`config.mk`:
```
export PLATFORM = sky130hd
export DESIGN_NAME = z80_input_cond
export DESIGN_NICKNAME = d
export VERILOG_FILES = /design/src/rtl/z80_input_cond.sv
export SDC_FILE = /design/constraint.sdc
export NUM_CORES = 1
export LEC_CHECK = 0
export ABC_AREA = 1
export BUFFER_PORTS_ARGS = -buffer_cell sky130_fd_sc_hd__buf_2
export CORE_AREA = 4 4 102 104
export CTS_CLUSTER_DIAMETER = 30
export DETAILED_ROUTE_END_ITERATION = 8
export DIE_AREA = 0 0 106 108
export SYNTH_ARGS = -nofsm -noshare
export SYNTH_HDL_FRONTEND = slang
export SYNTH_SLANG_ARGS = --single-unit
export TNS_END_PERCENT = 30
```
`constraint.sdc`:
```
create_clock -name CLK -period 1.4 [get_ports CLK]
set_input_delay 0.07 -clock CLK [delete_from_list [all_inputs] [get_ports CLK]]
set_output_delay 0.07 -clock CLK [all_outputs]
set_load 0.01 [all_outputs]
```
`src/rtl/z80_input_cond.sv`:
```
// Input conditioning between the pad ring and the Z80 core: synchronises INT/NMI/WAIT,
// stretches reset, deglitches INT, latches NMI until acknowledged and guards WAIT with a timeout.
module z80_input_cond #(
  parameter int unsigned SYNC_STAGES = 2,
  parameter int unsigned RST_HOLD    = 16,
  parameter int unsigned INT_FILT    = 3,
  parameter int unsigned WAIT_MAX    = 255
) (
  input  logic CLK,
  input  logic RESET,
  input  logic INT_I,
  input  logic NMI_I,
  input  logic WAIT_I,
  input  logic NMI_ACK,
  output logic RESET_C,
  output logic INT_C,
  output logic NMI_C,
  output logic WAIT_C,
  output logic WAIT_TO
);

  localparam int unsigned RST_CW  = 8;
  localparam int unsigned FILT_CW = 4;
  localparam int unsigned WAIT_CW = 16;

  localparam logic [RST_CW-1:0]  RST_HOLD_V = RST_CW'(RST_HOLD);
  localparam logic [FILT_CW-1:0] INT_FILT_V = FILT_CW'(INT_FILT);
  localparam logic [WAIT_CW-1:0] WAIT_MAX_V = WAIT_CW'(WAIT_MAX);

  typedef enum logic [1:0] {
    W_IDLE    = 2'd0,
    W_HOLD    = 2'd1,
    W_TIMEOUT = 2'd2
  } wait_state_e;

  // Synchronisers
  logic [SYNC_STAGES-1:0] int_sync_q;
  logic [SYNC_STAGES-1:0] nmi_sync_q;
  logic [SYNC_STAGES-1:0] wait_sync_q;
  logic                   int_s;
  logic                   nmi_s;
  logic                   wait_s;

  always_ff @(posedge CLK) begin
    if (RESET) begin
      int_sync_q  <= '0;
      nmi_sync_q  <= '0;
      wait_sync_q <= '0;
    end else begin
      int_sync_q  <= {int_sync_q[SYNC_STAGES-2:0], INT_I};
      nmi_sync_q  <= {nmi_sync_q[SYNC_STAGES-2:0], NMI_I};
      wait_sync_q <= {wait_sync_q[SYNC_STAGES-2:0], WAIT_I};
    end
  end

  assign int_s  = int_sync_q[SYNC_STAGES-1];
  assign nmi_s  = nmi_sync_q[SYNC_STAGES-1];
  assign wait_s = wait_sync_q[SYNC_STAGES-1];

  // Reset stretcher: counter saturates at RST_HOLD, RESET_C drops on the edge it gets there
  logic [RST_CW-1:0] rst_cnt_q;
  logic [RST_CW-1:0] rst_cnt_d;
  logic              reset_c_q;
  logic              reset_c_d;

  always_comb begin
    rst_cnt_d = rst_cnt_q;
    reset_c_d = reset_c_q;
    if (RESET) begin
      rst_cnt_d = '0;
      reset_c_d = 1'b1;
    end else if (rst_cnt_q != RST_HOLD_V) begin
      rst_cnt_d = rst_cnt_q + RST_CW'(1);
      reset_c_d = (rst_cnt_d != RST_HOLD_V);
    end else begin
      reset_c_d = 1'b0;
    end
  end

  always_ff @(posedge CLK) begin
    if (RESET) begin
      rst_cnt_q <= '0;
      reset_c_q <= 1'b1;
    end else begin
      rst_cnt_q <= rst_cnt_d;
      reset_c_q <= reset_c_d;
    end
  end

  // Everything downstream is held idle while the core is still in reset
  logic quiet;
  assign quiet = RESET | reset_c_q;

  // INT deglitch filter
  logic [FILT_CW-1:0] filt_cnt_q;
  logic [FILT_CW-1:0] filt_cnt_d;
  logic               int_c_q;
  logic               int_c_d;

  always_comb begin
    filt_cnt_d = filt_cnt_q;
    int_c_d    = int_c_q;
    if (quiet) begin
      filt_cnt_d = '0;
      int_c_d    = 1'b0;
    end else if (int_s == int_c_q) begin
      filt_cnt_d = '0;
    end else if ((filt_cnt_q + FILT_CW'(1)) == INT_FILT_V) begin
      filt_cnt_d = '0;
      int_c_d    = int_s;
    end else begin
      filt_cnt_d = filt_cnt_q + FILT_CW'(1);
    end
  end

  always_ff @(posedge CLK) begin
    if (RESET) begin
      filt_cnt_q <= '0;
      int_c_q    <= 1'b0;
    end else begin
      filt_cnt_q <= filt_cnt_d;
      int_c_q    <= int_c_d;
    end
  end

  // NMI edge latch; a fresh edge beats a simultaneous acknowledge
  logic nmi_hist_q;
  logic nmi_hist_d;
  logic nmi_pend_q;
  logic nmi_pend_d;

  always_comb begin
    nmi_hist_d = nmi_hist_q;
    nmi_pend_d = nmi_pend_q;
    if (quiet) begin
      nmi_hist_d = 1'b0;
      nmi_pend_d = 1'b0;
    end else begin
      nmi_hist_d = nmi_s;
      if (nmi_s && !nmi_hist_q) begin
        nmi_pend_d = 1'b1;
      end else if (NMI_ACK) begin
        nmi_pend_d = 1'b0;
      end
    end
  end

  always_ff @(posedge CLK) begin
    if (RESET) begin
      nmi_hist_q <= 1'b0;
      nmi_pend_q <= 1'b0;
    end else begin
      nmi_hist_q <= nmi_hist_d;
      nmi_pend_q <= nmi_pend_d;
    end
  end

  // WAIT watchdog FSM; the counter holds the number of cycles spent in W_HOLD
  wait_state_e        state_q;
  wait_state_e        state_d;
  logic [WAIT_CW-1:0] wait_cnt_q;
  logic [WAIT_CW-1:0] wait_cnt_d;
  logic               wait_c_q;
  logic               wait_c_d;
  logic               wait_to_q;
  logic               wait_to_d;

  always_comb begin
    state_d    = state_q;
    wait_cnt_d = wait_cnt_q;
    wait_to_d  = wait_to_q;
    wait_c_d   = 1'b0;
    case (state_q)
      W_IDLE: begin
        if (wait_s) begin
          state_d    = W_HOLD;
          wait_cnt_d = WAIT_CW'(1);
        end
      end
      W_HOLD: begin
        if (!wait_s) begin
          state_d    = W_IDLE;
          wait_cnt_d = '0;
        end else if (wait_cnt_q == WAIT_MAX_V) begin
          state_d   = W_TIMEOUT;
          wait_to_d = 1'b1;
        end else begin
          wait_cnt_d = wait_cnt_q + WAIT_CW'(1);
        end
      end
      W_TIMEOUT: begin
        if (!wait_s) begin
          state_d    = W_IDLE;
          wait_cnt_d = '0;
        end
      end
      default: begin
        state_d    = W_IDLE;
        wait_cnt_d = '0;
      end
    endcase
    if (quiet) begin
      state_d    = W_IDLE;
      wait_cnt_d = '0;
    end
    if (RESET) begin
      wait_to_d = 1'b0;
    end
    wait_c_d = (state_d == W_HOLD);
  end

  always_ff @(posedge CLK) begin
    if (RESET) begin
      state_q    <= W_IDLE;
      wait_cnt_q <= '0;
      wait_c_q   <= 1'b0;
      wait_to_q  <= 1'b0;
    end else begin
      state_q    <= state_d;
      wait_cnt_q <= wait_cnt_d;
      wait_c_q   <= wait_c_d;
      wait_to_q  <= wait_to_d;
    end
  end

  assign RESET_C = reset_c_q;
  assign INT_C   = int_c_q;
  assign NMI_C   = nmi_pend_q;
  assign WAIT_C  = wait_c_q;
  assign WAIT_TO = wait_to_q;

endmodule
```
==> impl_metrics.toml, run 1 <==
[worst_setup_path]
cp_cell_sequence = "ha_4 > nand3_4 > nor2_4 > nand3_4 > buf_4 > nand2_2 > nor2_2 > nand2_1 > a21oi_2"
startpoint_type = "flip-flop"
cp_data_arrival_time_ns = 1.55
cpPeakStageDelay_ns = 0.36
critPathMaxFanout = 4
end_kind = "flip-flop"
required_ns = 1.60
critical_path_class = "flip-flop to flip-flop"
cp_slowest_cell = "dfxtp_2"
cp_common_cell = "nand3_4"

[placement]
dp.final_hpwl_mm = 3.73
placed_area_um2 = 2610
numPortBuffers = 10
dpl.cell_count = 472
gp_congestion = 0.836

[synth]
synth_flop_cell = "dfxtp_1"
ys_seq_area_frac = 0.389
synth.avg_cell_area_um2 = 7.15
synth-edff-count = 0
ys_top_cells_by_area = "dfxtp_1, nand2_1, nor2_1"
synthDistinctLibCells = 30
ys_async_sr_fraction = 0
synth_commonest_cells = "nand2_1, nor2_1, inv_1, dfxtp_1, nand4_1"
synth_area_um2 = 2160
synth_warnings = 0
synth-seq-cells = 42
yosysMostFrequentCell = "nand2_1"
syn_inst = 302
synthesis.nets = 313
yosysTopAreaCellShare = 0.389
yosysTopAreaCell = "dfxtp_1"

[sta]
hold_viol = 0
finClkSkew_ns = 0.00254
slew_violations = 0
post-route-period-util = 0.966
tightest_slew_ns = 0.327
min_period_ns = 1.35
setup_viol = 0
max_freq_ghz = 0.739
relSlewSlack = 0.781
tns_ns = 0
rsz0062_at_grt = "true"

[clock_tree]
cts-root-buf = "clkbuf_8"
clkTransAtPathRegs_ns = 0.09
clockBufferDepth = 2
ctsHtreeMaxLevel = 2
clk_latency_ns = 0.30
clock-sinks = 42
cts_made_buffers = 5
cts_tree = "done"

[final_layout]
diodes = 0
final_util = 0.300
stdcell_count = 486
multi_input_area_um2 = 1210
final_layout_size_suffix_gt1_frac = 0.337
final_nets = 363
regArea_um2 = 858
area_growth_pct = 32.9
final_area_um2 = 2870
nFillCells = 1082

[die]
dieArea_um2 = 11400
ios = 11
dieWidth_um = 106
rows = 36
core_um2 = 9550
die_h_um = 108
start_util = 0.226

[power]
power.density_nw_per_um2 = 736
power_mw = 2.11
p_leak_nw = 1.09
ir_drop_mv = 0.577

[routing]
num_vias = 2047
via_per_inst = 4.21
ant_nets = 0
totalWireLength_mm = 5.00
wl_per_cell_um = 10.3
drc_errors = 0
drt_first_pass_iters = 4
drt-initial-drc-count = 57

[flow_run]
drv_cap = 0

[grt]
grt-ovfl-total = 0
antenna_found_initial = 0
grt_pass1_wl_mm = 8.76
grtUsageTotal = 0.0919
grt_start_max_net_pins = 16
grt_pass1_vias = 2071

[min_path]
hold_class = "input port to flip-flop"

[outcome]
status = "complete, no violations"
## layout by cell type (no fill, tap or decap), types with 4 or more instances in the layout
cell type / netlist / final
nand2_1: 52 / 44
clkbuf_8: 0 / 5
inv_2: 2 / 4
or2_2: 4 / 4
o21ai_0: 8 / 6
buf_2: 2 / 10
ha_1: 5 / 4
a21oi_1: 14 / 9
dfxtp_1: 42 / 30
nand4_1: 20 / 20
nand2_2: 11 / 19
buf_4: 0 / 31
nor2_1: 49 / 41
xor2_1: 4 / 4
dfxtp_2: 0 / 11
dlygate4sd3_1: 0 / 4
inv_1: 43 / 41
nor2_4: 2 / 5
nand3_1: 19 / 18
nor2_2: 1 / 6
a21oi_2: 7 / 12
## routing by layer
layer / routed length, µm / global-route usage
met4: 76 / 0.0315
met5: 0 / 0
met1: 2250 / 0.105
met3: 168 / 0.0185
met2: 2510 / 0.170
## worst paths after layout
check,from,end,slack (ns),depth (start not counted)
setup / recovery,wait_cnt_q[0]$_SDFFE_PP0P_,wait_cnt_q[7]$_SDFFE_PP0P_,0.05,9
hold / removal,RESET,rst_cnt_q[3]$_SDFFE_PP0P_,0.10,2
setup reg to reg,wait_cnt_q[0]$_SDFFE_PP0P_,wait_cnt_q[7]$_SDFFE_PP0P_,0.05,9
hold reg to reg,int_sync_q[0]$_SDFF_PP0_,int_sync_q[1]$_SDFF_PP0_,0.40,2
## where the power goes
part	internal (mW)	total [mW]	switching [mW]
registers	1.21	1.22	0.00938
clock network	0.351	0.806	0.456
logic	0.0397	0.0864	0.0467
total	1.60	2.11	0.512
## metrics by stage
| stage | hold WS (ns) | worst slack (ns) |
|---|---|---|
| 6_report | 0.104 | 0.0475 |
| 5_1_grt | 0.122 | -0.0513 |
| 4_1_cts | 0.115 | 0.0000221 |
| 3_5_place_dp | 0.279 | -0.0746 |
| 3_3_place_gp | 0.271 | -0.0158 |
| 2_1_floorplan | 0.139 | 0.0162 |
## repair_timing
action	in CTS	in global routing
gates resized for setup	2	42
hold buffers	4	0
buffers inserted	0	2
setup endpoints to repair	4	20
pin swaps	0	13
gates cloned	0	0
hold endpoints to repair	4	0
## worst max-delay path: cells and delay by family, from the launching register on
kind | cells | cell delay [ns]
AOI/OAI and AO/OA | 1 | 0.05
DFF | 1 | 0.36
adders and majority gates | 1 | 0.15
buffers and inverters | 1 | 0.15
and+or+nand+nor | 6 | 0.52
## cell type report
class	instances	area share
well taps	133	0.0580
flip-flops and latches	42	0.299
multi-input cells	209	0.421
inverters	46	0.0602
clock buffers	5	0.0240
repair buffers	48	0.130
clock inverters	3	0.00741
## cells by family (layout without fill, tap and decap cells)
| logic type | Yosys count | in the layout | synth area share |
|---|---|---|---|
| and+or+nand+nor | 165 | 165 | 0.367 |
| AOI/OAI and AO/OA | 34 | 34 | 0.0973 |
| xor gates and xnor gates | 5 | 5 | 0.0203 |
| adders and majority gates | 5 | 5 | 0.0290 |
| buffers and inverters | 51 | 102 | 0.0973 |
| DFF | 42 | 42 | 0.389 |
## registers in the layout, indices dropped and copies added (netlist names)
name	cells
INT_C	1
NMI_C	1
RESET_C	1
WAIT_C	1
WAIT_TO	1
filt_cnt_q	4
int_sync_q	2
nmi_hist_q	1
nmi_sync_q	2
rst_cnt_q	8
state_q	2
wait_cnt_q	16
wait_sync_q	2
No activity file was read; power rests on OpenSTA's default activity.
==> run 2, diff against run 1 <==
--- a/config.mk
+++ b/config.mk
@@ -7,10 +7,10 @@
 export LEC_CHECK = 0
 export ABC_AREA = 1
 export BUFFER_PORTS_ARGS = -buffer_cell sky130_fd_sc_hd__buf_2
-export CORE_AREA = 4 4 102 104
+export CORE_AREA = 4 4 84 86
 export CTS_CLUSTER_DIAMETER = 30
 export DETAILED_ROUTE_END_ITERATION = 8
-export DIE_AREA = 0 0 106 108
+export DIE_AREA = 0 0 88 90
 export SYNTH_ARGS = -nofsm -noshare
 export SYNTH_HDL_FRONTEND = slang
 export SYNTH_SLANG_ARGS = --single-unit
==> constraint.sdc (replaced) <==
create_clock -name CLK -period 1.6 [get_ports CLK]
set_input_delay 0.08 -clock CLK [delete_from_list [all_inputs] [get_ports CLK]]
set_output_delay 0.08 -clock CLK [all_outputs]
set_load 0.01 [all_outputs]
==> run 2 against run 1 <==
Sequential share of layout area rose by 2.9 points. Design area fell by 11%. Via count fell by 4.2%. Worst hold slack improved by 0.021 ns. Count of clock-buffer cells in the layout rose by 1. Largest cell class unchanged. Register-to-register slack improved by 0.07 ns. Maximum frequency fell by 8.9%. Sequential power fell by 12%. Core utilization rose by 11 points. Highest routed layer unchanged. Clock power rose by 5.8%. Critical path depth fell by 1. First-iteration DRC count rose by 63%.
==> impl_metrics.toml, run 2 (same netlist as run 1, synthesis figures left out) <==
[outcome]
status = "complete, no violations"

[power]
power.density_nw_per_um2 = 776
seqPwrFrac = 0.536
power.switching_mw = 0.403
p_leak_nw = 1.00
internal-power_mw = 1.59
netSwitchingFraction = 0.202
power_frac_comb = 0.035
ir_drop_mv = 0.522
clkPwrFrac = 0.429

[placement]
numPortBuffers = 10
gp_congestion = 0.816
placed_area_um2 = 2370
dp.final_hpwl_mm = 3.20
dp_slack_ns = 0.0607

[sta]
setup_ws_ns = 0.115
hold_slack_ns = 0.126
setup_viol = 0
max_freq_ghz = 0.673
tightest_slew_ns = 0.379
post-route-period-util = 0.928
rsz0062_at_grt = "true"
min_period_ns = 1.48
relSlewSlack = 0.747
finClkSkew_ns = 0.00662
slew_violations = 0
hold_viol = 0

[routing]
drt-initial-drc-count = 93
via_per_inst = 4.77
num_vias = 1962
drc_errors = 0
totalWireLength_mm = 4.66
drt_first_pass_iters = 4
ant_nets = 0
wl_per_cell_um = 11.3

[min_path]
holdPathStages = 2
hold_class = "input port to flip-flop"

[final_layout]
final_layout_size_suffix_gt1_frac = 0.192
final_area_um2 = 2560
diodes = 0
mostFrequentLayoutCell = "nand2_1"
nFillCells = 633
reg_top3 = "wait_cnt_q x16, rst_cnt_q x8, filt_cnt_q x4"
final_cell_mix = "nand2_1, nor2_1, inv_1"
area_growth_pct = 18.6
largest_register_ffs = 16
largest_register = "wait_cnt_q"
final_nets = 345

[die]
ios = 11
rows = 29
die_h_um = 90
core_um2 = 6280
dieArea_um2 = 7920
start_util = 0.344
dieWidth_um = 88

[worst_setup_path]
required_ns = 1.79
rrSetupSlack_ns = 0.12
end_kind = "flip-flop"
critPathMaxFanout = 8
startpoint_type = "flip-flop"
cp_data_arrival_time_ns = 1.67
reg2regPathDepth = 8
critical_path_class = "flip-flop to flip-flop"

[grt]
grt-ovfl-total = 0
grtUsageTotal = 0.123
grt_pass1_wl_mm = 7.85
antenna_found_initial = 0
grt_start_max_net_pins = 17
grt_pass1_vias = 1809

[clock_tree]
clkTransAtPathRegs_ns = 0.08
clk_latency_ns = 0.29
clockBufferDepth = 2
ctsHtreeMaxLevel = 2
clock-sinks = 42
cts_made_buffers = 5
cts-root-buf = "clkbuf_8"
cts_tree = "done"

[flow_run]
drv_cap = 0
run 2: cell types whose count changed in the layout (fill, tap and decap cells not counted), sizes merged:
cell,before,now
clkinv,3,1
clkinvlp,1,0
nand3,22,23
buf,44,25
clkbuf,5,6
bufinv,0,1
run 2: area by class of cell:
type	instances	area, µm²	area share
well taps	77	96.3	0.0376
inverters	46	173	0.0674
repair buffers	29	203	0.0791
clock inverters	1	30.0	0.0117
multi-input cells	210	1140	0.444
clock buffers	6	82.6	0.0322
flip-flops and latches	42	841	0.328
run 2: repair_timing:
item,4_1_cts,5_1_grt
hold buffers,4,0
gates resized for setup,0,3
setup endpoints to repair,0,12
hold endpoints to repair,4,0
setup buffers,0,2
run 2: worst paths after layout:
path                               from                    endpoint
max reg2reg  wait_cnt_q[1]$_SDFFE_PP0P_  wait_cnt_q[8]$_SDFFE_PP0P_
min reg2reg    int_sync_q[0]$_SDFF_PP0_    int_sync_q[1]$_SDFF_PP0_
max          wait_cnt_q[1]$_SDFFE_PP0P_  wait_cnt_q[8]$_SDFFE_PP0P_
min                               RESET   rst_cnt_q[6]$_SDFFE_PP0P_
run 2: metrics by stage:
stage               total power, mW  TNS [ns]  utilization  std cells
floorplan                      1.13         0            -        302
global placement               1.15         0        0.377        397
detailed placement             1.15         0        0.377        397
CTS                            2.02         0        0.401        408
global route                   2.07  -0.00254        0.408        411
finish                         1.99         0        0.408        411
run 2: metal layers:
metal / up-vias / wire, µm / global-route usage
met4: 0 / 68 / 0.0435
met1: 889 / 2180 / 0.150
met2: 28 / 2270 / 0.205
met3: 9 / 147 / 0.0329
met5: - / 0 / 0
li1: 1036 / - / -
run 2: power groups by stage:
stage               combinational [mW]  clock, mW  sequential, mW
floorplan                       0.0451          0            1.09
global placement                0.0566          0            1.09
detailed placement              0.0579          0            1.09
CTS                             0.0660      0.885            1.07
global route                    0.0788      0.927            1.07
finish                          0.0696      0.853            1.07
run 2: critical path: stages (launching register included):
cell,delay (ns)
dfxtp_1,0.37
ha_1,0.23
nand3_4,0.12
nor2_4,0.16
nand3_4,0.15
nand2_1,0.14
nor2_1,0.09
nand2_1,0.07
a21oi_1,0.06
==> run 3, diff against run 2 <==
--- a/config.mk
+++ b/config.mk
@@ -7,10 +7,10 @@
 export LEC_CHECK = 0
 export ABC_AREA = 1
 export BUFFER_PORTS_ARGS = -buffer_cell sky130_fd_sc_hd__buf_2
-export CORE_AREA = 4 4 84 86
+export CORE_AREA = 4 4 79 81
 export CTS_CLUSTER_DIAMETER = 30
 export DETAILED_ROUTE_END_ITERATION = 8
-export DIE_AREA = 0 0 88 90
+export DIE_AREA = 0 0 83 85
 export SYNTH_ARGS = -nofsm -noshare
 export SYNTH_HDL_FRONTEND = slang
 export SYNTH_SLANG_ARGS = --single-unit
==> constraint.sdc (replaced) <==
create_clock -name CLK -period 1.6 [get_ports CLK]
set_input_delay 0.24 -clock CLK [delete_from_list [all_inputs] [get_ports CLK]]
set_output_delay 0.24 -clock CLK [all_outputs]
set_load 0.01 [all_outputs]
==> run 3 against run 2 <==
Worst setup slack better by 0.010 ns. Total power is 7.8% lower. Critical path depth stayed put. Critical endpoint is now wait_cnt_q[1]$_SDFFE_PP0P_. Worst hold slack better by 0.017 ns. Design area down 2.4%. Clock power is 17% lower.
==> impl_metrics.toml, run 3 (same netlist as run 1, synthesis figures left out) <==
[die]
start_util = 0.395
rows = 27
core_um2 = 5470
dieArea_um2 = 7060
die_h_um = 85
dieWidth_um = 83
ios = 11

[final_layout]
area_growth_pct = 15.7
largest_register = "wait_cnt_q"
final_nets = 341
reg_top3 = "wait_cnt_q x16, rst_cnt_q x8, filt_cnt_q x4"
nFillCells = 587
mostFrequentLayoutCell = "nand2_1"
regArea_um2 = 845
final_cell_mix = "nand2_1, nor2_1, inv_1"
largest_register_ffs = 16
multi_input_area_um2 = 1140
final_layout_size_suffix_gt1_frac = 0.208
diodes = 0

[grt]
grt-ovfl-total = 0
grtUsageTotal = 0.135
grt_pass1_wl_mm = 7.94
antenna_found_initial = 0
grt_start_max_net_pins = 17
grt_pass1_vias = 1770

[worst_setup_path]
required_ns = 1.79
cp_data_arrival_time_ns = 1.67
startpoint_type = "flip-flop"
critical_path_class = "flip-flop to flip-flop"
critPathMaxFanout = 8
rrSetupSlack_ns = 0.13
end_kind = "flip-flop"

[clock_tree]
clk_latency_ns = 0.30
clkTransAtPathRegs_ns = 0.09
cts_made_buffers = 5
cts-root-buf = "clkbuf_8"
clock-sinks = 42
ctsHtreeMaxLevel = 2
clockBufferDepth = 2
cts_tree = "done"

[power]
p_leak_nw = 0.970
power.density_nw_per_um2 = 734
ir_drop_mv = 0.505

[routing]
num_vias = 1909
drt_first_pass_iters = 4
totalWireLength_mm = 4.70
wl_per_cell_um = 11.7
drc_errors = 0
ant_nets = 0
drt-initial-drc-count = 60
via_per_inst = 4.74

[sta]
max_freq_ghz = 0.678
finClkSkew_ns = 0.0105
post-route-period-util = 0.922
slew_violations = 0
setup_viol = 0
setup_ws_ns = 0.125
rsz0062_at_grt = "false"
hold_viol = 0
min_period_ns = 1.47
tns_ns = 0
relSlewSlack = 0.718
tightest_slew_ns = 0.422

[placement]
numPortBuffers = 10
dp.final_hpwl_mm = 3.30
dp_slack_ns = 0.0479
gp_congestion = 0.834

[flow_run]
drv_cap = 0

[min_path]
hold_class = "input port to flip-flop"

[outcome]
status = "complete, no violations"
## run 3: cell type report
class	instances	area share
clock inverter	3	0.00851
inverter	46	0.0691
multi-input combinational	210	0.456
clock buffer	5	0.0275
tap	72	0.0361
sequential	42	0.338
timing repair buffer	25	0.0651
## run 3: path summary, 6_finish.rpt
check	from	to	depth (start not counted)
setup / recovery	wait_cnt_q[1]$_SDFFE_PP0P_	wait_cnt_q[1]$_SDFFE_PP0P_	8
hold / removal	INT_I	int_sync_q[0]$_SDFF_PP0_	3
setup reg to reg	wait_cnt_q[1]$_SDFFE_PP0P_	wait_cnt_q[1]$_SDFFE_PP0P_	8
hold reg to reg	wait_sync_q[0]$_SDFF_PP0_	wait_sync_q[1]$_SDFF_PP0_	2
## run 3: what timing repair did
item	CTS	global route
setup endpoints to repair	0	13
hold buffers	0	0
resized for setup	0	7
buffers inserted	0	1
## run 3: stage by stage
step	hold WS, ns	util	cell area, µm²	power [mW]	instances
after floorplan	0.309	-	2160	1.13	302
after global placement	0.391	0.433	2370	1.15	393
after detailed placement	0.397	0.433	2370	1.15	393
after CTS	0.131	0.449	2460	1.86	401
after global routing	0.130	0.457	2500	1.92	403
final	0.142	0.457	2500	1.83	403
## run 3: critical path, cell delays in order (launching register included)
cell and delay, ns:
dfxtp_2 0.36, ha_2 0.21, nand3_4 0.11, nor2_4 0.16
nand3_4 0.15, nand3_4 0.18, nand2_1 0.06, o21ai_0 0.08
nor2_1 0.06
## run 3: metal layers
| layer | share of wire | up-vias | wire length, µm | track usage |
|---|---|---|---|---|
| met5 | 0 | - | 0 | 0 |
| met4 | 0.0085 | 0 | 40 | 0.0357 |
| met3 | 0.024 | 5 | 114 | 0.0311 |
| met2 | 0.46 | 19 | 2180 | 0.234 |
| met1 | 0.50 | 856 | 2370 | 0.169 |
| li1 | - | 1029 | - | - |
## run 3: report_power, final
part	switching, mW	total (mW)	leakage, nW	internal (mW)
sequential	0.00833	1.07	0.342	1.06
combinational	0.0392	0.0609	0.584	0.0217
clock	0.400	0.707	0.0441	0.307
total	0.447	1.83	0.970	1.39
